==> src/rtl/newton_sub.sv <==
// Newton-step subtract D = C - P for the inverse-sqrt datapath.
// Three-stage unpack / align-subtract / normalise pipeline, one result per clock.
module newton_sub #(
  parameter logic [31:0] CONST    = 32'h3FC00000,
  parameter bit          HALVE_IN = 1'b0
) (
  input  logic        clk,
  input  logic        rst_n,
  input  logic        in_valid,
  output logic        in_ready,
  input  logic [31:0] in_operand,
  input  logic [31:0] in_side,
  output logic        out_valid,
  input  logic        out_ready,
  output logic [31:0] out_result,
  output logic [31:0] out_side
);

  localparam logic [7:0]  CE = CONST[30:23];
  localparam logic [25:0] CM = {1'b1, CONST[22:0], 2'b00};

  logic        w_en;

  logic [7:0]  w_eraw;
  logic [7:0]  w_ep;
  logic [25:0] w_mp;
  logic        w_pzero;
  logic        w_pgt;
  logic [7:0]  w_ea;
  logic [7:0]  w_eb;
  logic [25:0] w_ma;
  logic [25:0] w_mb;

  logic        r1_v;
  logic [7:0]  r1_d;
  logic [7:0]  r1_ea;
  logic [25:0] r1_ma;
  logic [25:0] r1_mb;
  logic        r1_sign;
  logic [31:0] r1_side;

  logic [25:0] w_bal;

  logic        r2_v;
  logic [25:0] r2_diff;
  logic [7:0]  r2_ea;
  logic        r2_sign;
  logic [31:0] r2_side;

  logic [4:0]  w_lz;
  logic        w_found;
  logic [25:0] w_norm;
  logic [7:0]  w_e;
  logic [31:0] w_res;

  logic        r3_v;
  logic [31:0] r3_res;
  logic [31:0] r3_side;

  // A single enable moves every stage, so a full stall freezes bubbles too
  assign w_en       = !r3_v || out_ready;
  assign in_ready   = w_en;
  assign out_valid  = r3_v;
  assign out_result = r3_res;
  assign out_side   = r3_side;

  assign w_eraw  = in_operand[30:23];
  assign w_pzero = (w_eraw == 8'd0) ||
                   (HALVE_IN && (w_eraw == 8'd1));
  assign w_ep    = w_eraw - {7'd0, HALVE_IN};
  assign w_mp    = {1'b1, in_operand[22:0], 2'b00};
  assign w_pgt   = !w_pzero &&
                   ({w_ep, w_mp} > {CE, CM});

  always_comb begin
    w_ea = CE;
    w_ma = CM;
    w_eb = w_ep;
    w_mb = w_mp;
    if (w_pzero) begin
      w_eb = CE;
      w_mb = '0;
    end else if (w_pgt) begin
      w_ea = w_ep;
      w_ma = w_mp;
      w_eb = CE;
      w_mb = CM;
    end
  end

  always_ff @(posedge clk or negedge rst_n) begin
    if (!rst_n) begin
      r1_v    <= 1'b0;
      r1_d    <= '0;
      r1_ea   <= '0;
      r1_ma   <= '0;
      r1_mb   <= '0;
      r1_sign <= 1'b0;
      r1_side <= '0;
    end else if (w_en) begin
      r1_v    <= in_valid;
      r1_d    <= w_ea - w_eb;
      r1_ea   <= w_ea;
      r1_ma   <= w_ma;
      r1_mb   <= w_mb;
      r1_sign <= w_pgt;
      r1_side <= in_side;
    end
  end

  assign w_bal = (r1_d >= 8'd26) ? 26'd0 : (r1_mb >> r1_d);

  always_ff @(posedge clk or negedge rst_n) begin
    if (!rst_n) begin
      r2_v    <= 1'b0;
      r2_diff <= '0;
      r2_ea   <= '0;
      r2_sign <= 1'b0;
      r2_side <= '0;
    end else if (w_en) begin
      r2_v    <= r1_v;
      r2_diff <= r1_ma - w_bal;
      r2_ea   <= r1_ea;
      r2_sign <= r1_sign;
      r2_side <= r1_side;
    end
  end

  always_comb begin
    w_lz    = 5'd0;
    w_found = 1'b0;
    for (int i = 25; i >= 0; i--) begin
      if (!w_found && r2_diff[i]) begin
        w_lz    = 5'(25 - i);
        w_found = 1'b1;
      end
    end
  end

  assign w_norm = r2_diff << w_lz;
  assign w_e    = r2_ea - {3'd0, w_lz};

  always_comb begin
    w_res = {r2_sign, w_e, w_norm[24:2]};
    if ((r2_diff == 26'd0) || ({3'd0, w_lz} >= r2_ea))
      w_res = 32'h00000000;
  end

  always_ff @(posedge clk or negedge rst_n) begin
    if (!rst_n) begin
      r3_v    <= 1'b0;
      r3_res  <= '0;
      r3_side <= '0;
    end else if (w_en) begin
      r3_v    <= r2_v;
      r3_res  <= w_res;
      r3_side <= r2_side;
    end
  end

endmodule
==> config.mk <==
export PLATFORM = sky130hd
export DESIGN_NAME = newton_sub
export DESIGN_NICKNAME = d
export VERILOG_FILES = /design/src/rtl/newton_sub.sv
export SDC_FILE = /design/constraint.sdc
export NUM_CORES = 1
export LEC_CHECK = 0
export CAP_MARGIN = 20
export CORE_ASPECT_RATIO = 1.5
export CORE_MARGIN = 10
export CORE_UTILIZATION = 24
export DETAILED_ROUTE_END_ITERATION = 7
export HOLD_SLACK_MARGIN = 0.1
export SETUP_SLACK_MARGIN = 0.5
export SLEW_MARGIN = 10
export SYNTH_ARGS = -nofsm -noshare
export SYNTH_HDL_FRONTEND = slang
export SYNTH_SLANG_ARGS = --single-unit
==> constraint.sdc <==
create_clock -name clk -period 10.34 [get_ports clk]
set_input_delay 1.034 -clock clk [delete_from_list [all_inputs] [get_ports clk]]
set_output_delay 1.034 -clock clk [all_outputs]
set_load 0.02 [all_outputs]
### Word level (Yosys, flattened, before mapping)

Cells that the tools add are included.

* flip-flop bits (word level): 235
* bits of input ports: 68
* output and inout port bits: 66

* $add $sub $neg: 3
* magnitude comparators: 3
* shift-type cells: 2
* multiplexer cells: 60
* reductions and logical operators: 57

Operators by type and width (number)
* $mux 5: 24
* $mux 26: 3
* $mux 25: 2
* $gt 34x33->1 const B: 1
* $mux 32: 1
* $mux 8: 4
* $logic_not 1->1: 27
* $logic_and 1x1->1: 26
* $logic_not 26->1: 1
* $mux 1: 26
* $shl 26x5->25: 1
* $shr 26x8->26: 1
* $sub 26x26->26: 1
* $ge 5x8->1: 1
* $ge 8x5->1 const B: 1
* $logic_not 8->1: 1
* $sub 8x5->8: 1
* $sub 8x8->8: 1
* $logic_or 1x1->1: 2

### Longest topological paths before layout

* depth in word-level cells: 79
* depth in mapped cells: 24

### Worst setup path after synthesis

Ideal clock, no wire load.

* kind: register to register
* from: register r2_diff[13]
* to: register r3_res[13], in the netlist out_result[13]
* data arrival time: 4233 ps
* data required time: 10212 ps
* setup slack: 5980 ps
* cell stages (with the launch flop): 23
* buffers on the path: 4
* period minus slack after synthesis: 4360 ps
* cells stage by stage: dfrtp_1 > buf_6 > nor4_2 > nand4_4 > nor2_2 > o21a_4 > a21oi_4 > inv_6 > buf_6 > buf_4 > ha_1 > fa_1 > nor2b_1 > o21ai_0 > a21boi_0 > o32a_1 > o31a_1 > and2_1 > nand2_1 > clkbuf_1 > nor2_1 > a222oi_1 > nand2_1

* word-level cells in the longest chain between the ends: 44
* elaborated cells between the ends (all ways): 59
* classes of those cells: order compare: 1; shift: 1; mux: 28; reduce/logical: 29

Ends and longest elaborated chain
* start, declared: RTL line 45 `logic [25:0] r2_diff;`
* start signal, assigned: RTL line 122 `r2_diff <= r1_ma - w_bal;`
* $logic_and 1x1->1: RTL line 133 `if (!w_found && r2_diff[i]) begin`
* $mux 1: RTL line 133
* $logic_not 1->1: RTL line 133
* $logic_and 1x1->1: RTL line 133
* $mux 1: RTL line 133
* $logic_not 1->1: RTL line 133
* $logic_and 1x1->1: RTL line 133
* $mux 1: RTL line 133
* [28 not listed]
* $logic_and 1x1->1: RTL line 133
* $mux 1: RTL line 133
* $logic_not 1->1: RTL line 133
* $logic_and 1x1->1: RTL line 133
* $mux 5: RTL line 133
* $ge 5x8->1: RTL line 145 `if ((r2_diff == 26'd0) || ({3'd0, w_lz} >= r2_ea))`
* $logic_or 1x1->1: RTL line 145
* $mux 32 *: RTL line 145
* end signal, assigned: RTL line 156 `r3_res <= w_res;`
* end, declared: RTL line 57 `logic [31:0] r3_res;`

Every way passes the cells marked *; elsewhere a longest branch is shown, timed or not.
A chain may end at the register's enable or synchronous reset.

### Worst setup path in the final report

* from: register r2_diff[21]
* to: register r3_res[13], in the netlist out_result[13]

* word-level cells in the longest chain between the ends: 68
* elaborated cells between the ends (all ways): 91
* classes of those cells: order compare: 1; shift: 1; mux: 44; reduce/logical: 45

Ends and longest elaborated chain (RTL line)
* $logic_and 1x1->1: 133
* $mux 1: 133
* $logic_not 1->1: 133
* $logic_and 1x1->1: 133
* $mux 1: 133
* $logic_not 1->1: 133
* $logic_and 1x1->1: 133
* $mux 1: 133
* [52 not listed]
* $logic_and 1x1->1: 133
* $mux 1: 133
* $logic_not 1->1: 133
* $logic_and 1x1->1: 133
* $mux 5: 133
* $ge 5x8->1: 145
* $logic_or 1x1->1: 145
* $mux 32 *: 145

Marked as above.

==> out/results.txt <==
Status: completed
CP arrival: 6170 ps
Initial core utilization: 24.2%
Wire length on met1: 16.8 mm
DR vias: 11.7k
Met2 wire length: 21.7 mm
WP buf/inv: 1
DR iter-0 viols: 785
Synth cell count leaders: 513 x nand2_1, 231 x dfrtp_1, 103 x nor2_1
Leak: 6.96 nW
Clock tree buffer depth: 3
Row Count: 106
Post-cts resize count: 0
Grt ovf: 0
Setup TNS: 0 ps
Post-synth cell types: 94
Critical path cell sequence: nor4_4 -> nand4_4 -> o22ai_1 -> o22a_1 -> a21oi_4 -> inv_6 -> ha_1 -> fa_1 -> nor2b_1 -> o21ai_0 -> a21boi_0 -> o32a_1 -> o31a_1 -> and2_1 -> nand2_1 -> nor2_1 -> a222oi_1 -> nand2_1
CP dominant cell by count: nand2_1
Hold buffer count at cts: 0
Clk Latency, worst-skew pair: 540 ps
Critical-path top delay cell: a222oi_1
Core Box Area: 55,800 um^2
Final min period: 5770 ps
Required time of the worst setup path: 10,740 ps
Cells after synthesis: 1,599
HP Class: register to register
Global-route wire length before repair: 66.9 mm
Routed length per instance: 17.2 um
Crit-path leading delay family: compound AO/OA/AOI/OAI gates
Pwr Density: 276 nW/um^2
Final hold violations: 0
CP Class: register to register
Die X: 214 um
Root Driver: clkbuf_16
CTS tree: built
Die H: 311 um
Post-route ant nets: 0
Worst slew margin: 36.4%
Final GP Congestion: 0.947
Synth area leaders: dfrtp_1 43%, nand2_1 14%, mux2i_1 3.3%
Area growth syn-to-layout: 20.2%
Cts bufs inserted: 24
Maximum vdd drop: 0.118 mV
Final #Nets: 1,769
Clk_skew: 12.4 ps
Setup repair bufs after CTS: 0
Synthesized area per cell: 8.46 um^2
Finished Core Util: 29.1%
H-tree depth: 1
Post-Syn Nets: 1,698
ANT cells: 0
# IOs: 134
Crit path capture type: register
All-Layer GR Usage: 12.2%
I/O Buffers: 132
Full die area: 66,500 um^2
Final Max Tran Viols: 0
Vias in the first global route: 11.7k
Vias per cell: 4.80
Fraction of layout cells with a size suffix above 1: 7.41%
Final period utilization: 55.8%
RSZ-0062 raised after global routing: no
Yosys reg bits: 231
WL met3: 1.81 mm
Iteration count of the initial detailed-routing pass: 4
Number of enable flip-flop cells after synthesis: 0
WL final: 42.1 mm
Total Power: 4.48 mW
Fmax: 0.173 GHz
Synth top area share: 42.7%
Maxcap violations: 0
Synth area leader: dfrtp_1
Top_reg_cell synth: dfrtp_1
Number of antenna violations at the first check in global routing: 0
Non-filler instance count after layout: 2,444
Largest net degree at the start of global routing: 125
Clock slew at reported path FFs: 70 ps
Worst-Margin Slew: 955 ps
Remaining DRCs: 0
Highest routed layer: met4
Ys Warns: 0
Most common cell in the synthesized netlist: nand2_1
Crit-path max FO: 26
Synthesized area: 13,500 um^2
DP Wirelength: 31.6 mm
Setup-failing EPs final: 0
Seq/Total Area, Yosys: 42.7%
Worst setup SP type: register
CP peak stage delay: 720 ps
Total clock sinks: 231
Fillers: 5,904
Ys async rst share: 100%
# placed instances: 2,400
==> tightest hold or removal path, cell delays in order, from the launching register on <==
cell     delay, ps
dfrtp_1        340
nand2_1         50
nand2_1         40
==> layout by cell type, fill, tap and decap left out, types with 18 or more instances in the layout <==
master           synthesis  routed
a21oi_1                 80      80
a22o_1                  27      27
buf_4                    2      18
clkbuf_16                0      24
clkdlybuf4s50_1          0     131
dfrtp_1                231     231
ha_1                    30      30
inv_1                   25      24
mux2i_1                 44      44
nand2_1                513     513
nand3_1                 25      25
nor2_1                 103     103
o21ai_0                 88      88
==> per-layer routing <==
layer	up-vias	track usage (%)
li1	5717	-
met1	5661	13.8
met2	282	22.0
met3	77	1.79
met4	0	5.62
met5	-	0
==> report_power, final <==
group	switching [mW]	internal, mW
sequential	0.305	1.22
clock	0.373	0.485
combinational	1.25	0.855
total	1.93	2.56
==> cell type report <==
| type | count | area (um^2) | area share, % |
|---|---|---|---|
| clock inverter | 11 | 101 | 0.623 |
| multi-input combinational | 1234 | 7190 | 44.2 |
| sequential | 231 | 5780 | 35.5 |
| clock buffer | 33 | 674 | 4.14 |
| tap | 756 | 946 | 5.81 |
| inverter | 29 | 119 | 0.730 |
| timing repair buffer | 150 | 1460 | 8.98 |
==> cell families (layout without fill, tap and decap cells) <==
logic type,Yosys count,count (layout),synth area share [%]
adder cells (fa/ha/maj),31,31,2.92
multiplexers,72,72,6.66
AO/OA/AOI/OAI,371,371,19.0
AND/OR/NAND/NOR,732,732,22.7
XOR/XNOR,28,28,1.81
flip-flops,231,231,42.7
buffers and inverters,134,223,4.25
==> worst paths after layout <==
| path | slack [ps] | startpoint | cells after the start | to |
|---|---|---|---|---|
| max | 4570 | r2_diff[21] | 18 | out_result[13] |
| min | 470 | out_side[9] | 2 | out_side[9] |
| max reg2reg | 4570 | r2_diff[21] | 18 | out_result[13] |
| min reg2reg | 470 | out_side[9] | 2 | out_side[9] |
| max in group asynchronous | 7720 | rst_n | 3 | r1_mb[13] |
| min in group asynchronous | 550 | rst_n | 1 | out_side[10] |
==> flip-flops by register name, summed over array words and instances, names as in the netlist <==
| signal | cells |
|---|---|
| out_result | 32 |
| out_side | 32 |
| out_valid | 1 |
| r1_d | 8 |
| r1_ea | 8 |
| r1_ma | 24 |
| r1_mb | 24 |
| r1_side | 32 |
| r1_sign | 1 |
| r1_v | 1 |
| r2_diff | 26 |
| r2_ea | 8 |
| r2_side | 32 |
| r2_sign | 1 |
| r2_v | 1 |
==> stage by stage <==
step	hold slack, ps	worst slack (ps)	cell area, um^2
6_report	465	4570	16300
5_1_grt	483	4180	16300
4_1_cts	470	4640	16300
3_5_place_dp	453	4700	15500
3_3_place_gp	444	4840	15500
2_1_floorplan	430	5980	13500
Note: power is estimated with default switching activity, not from simulation.
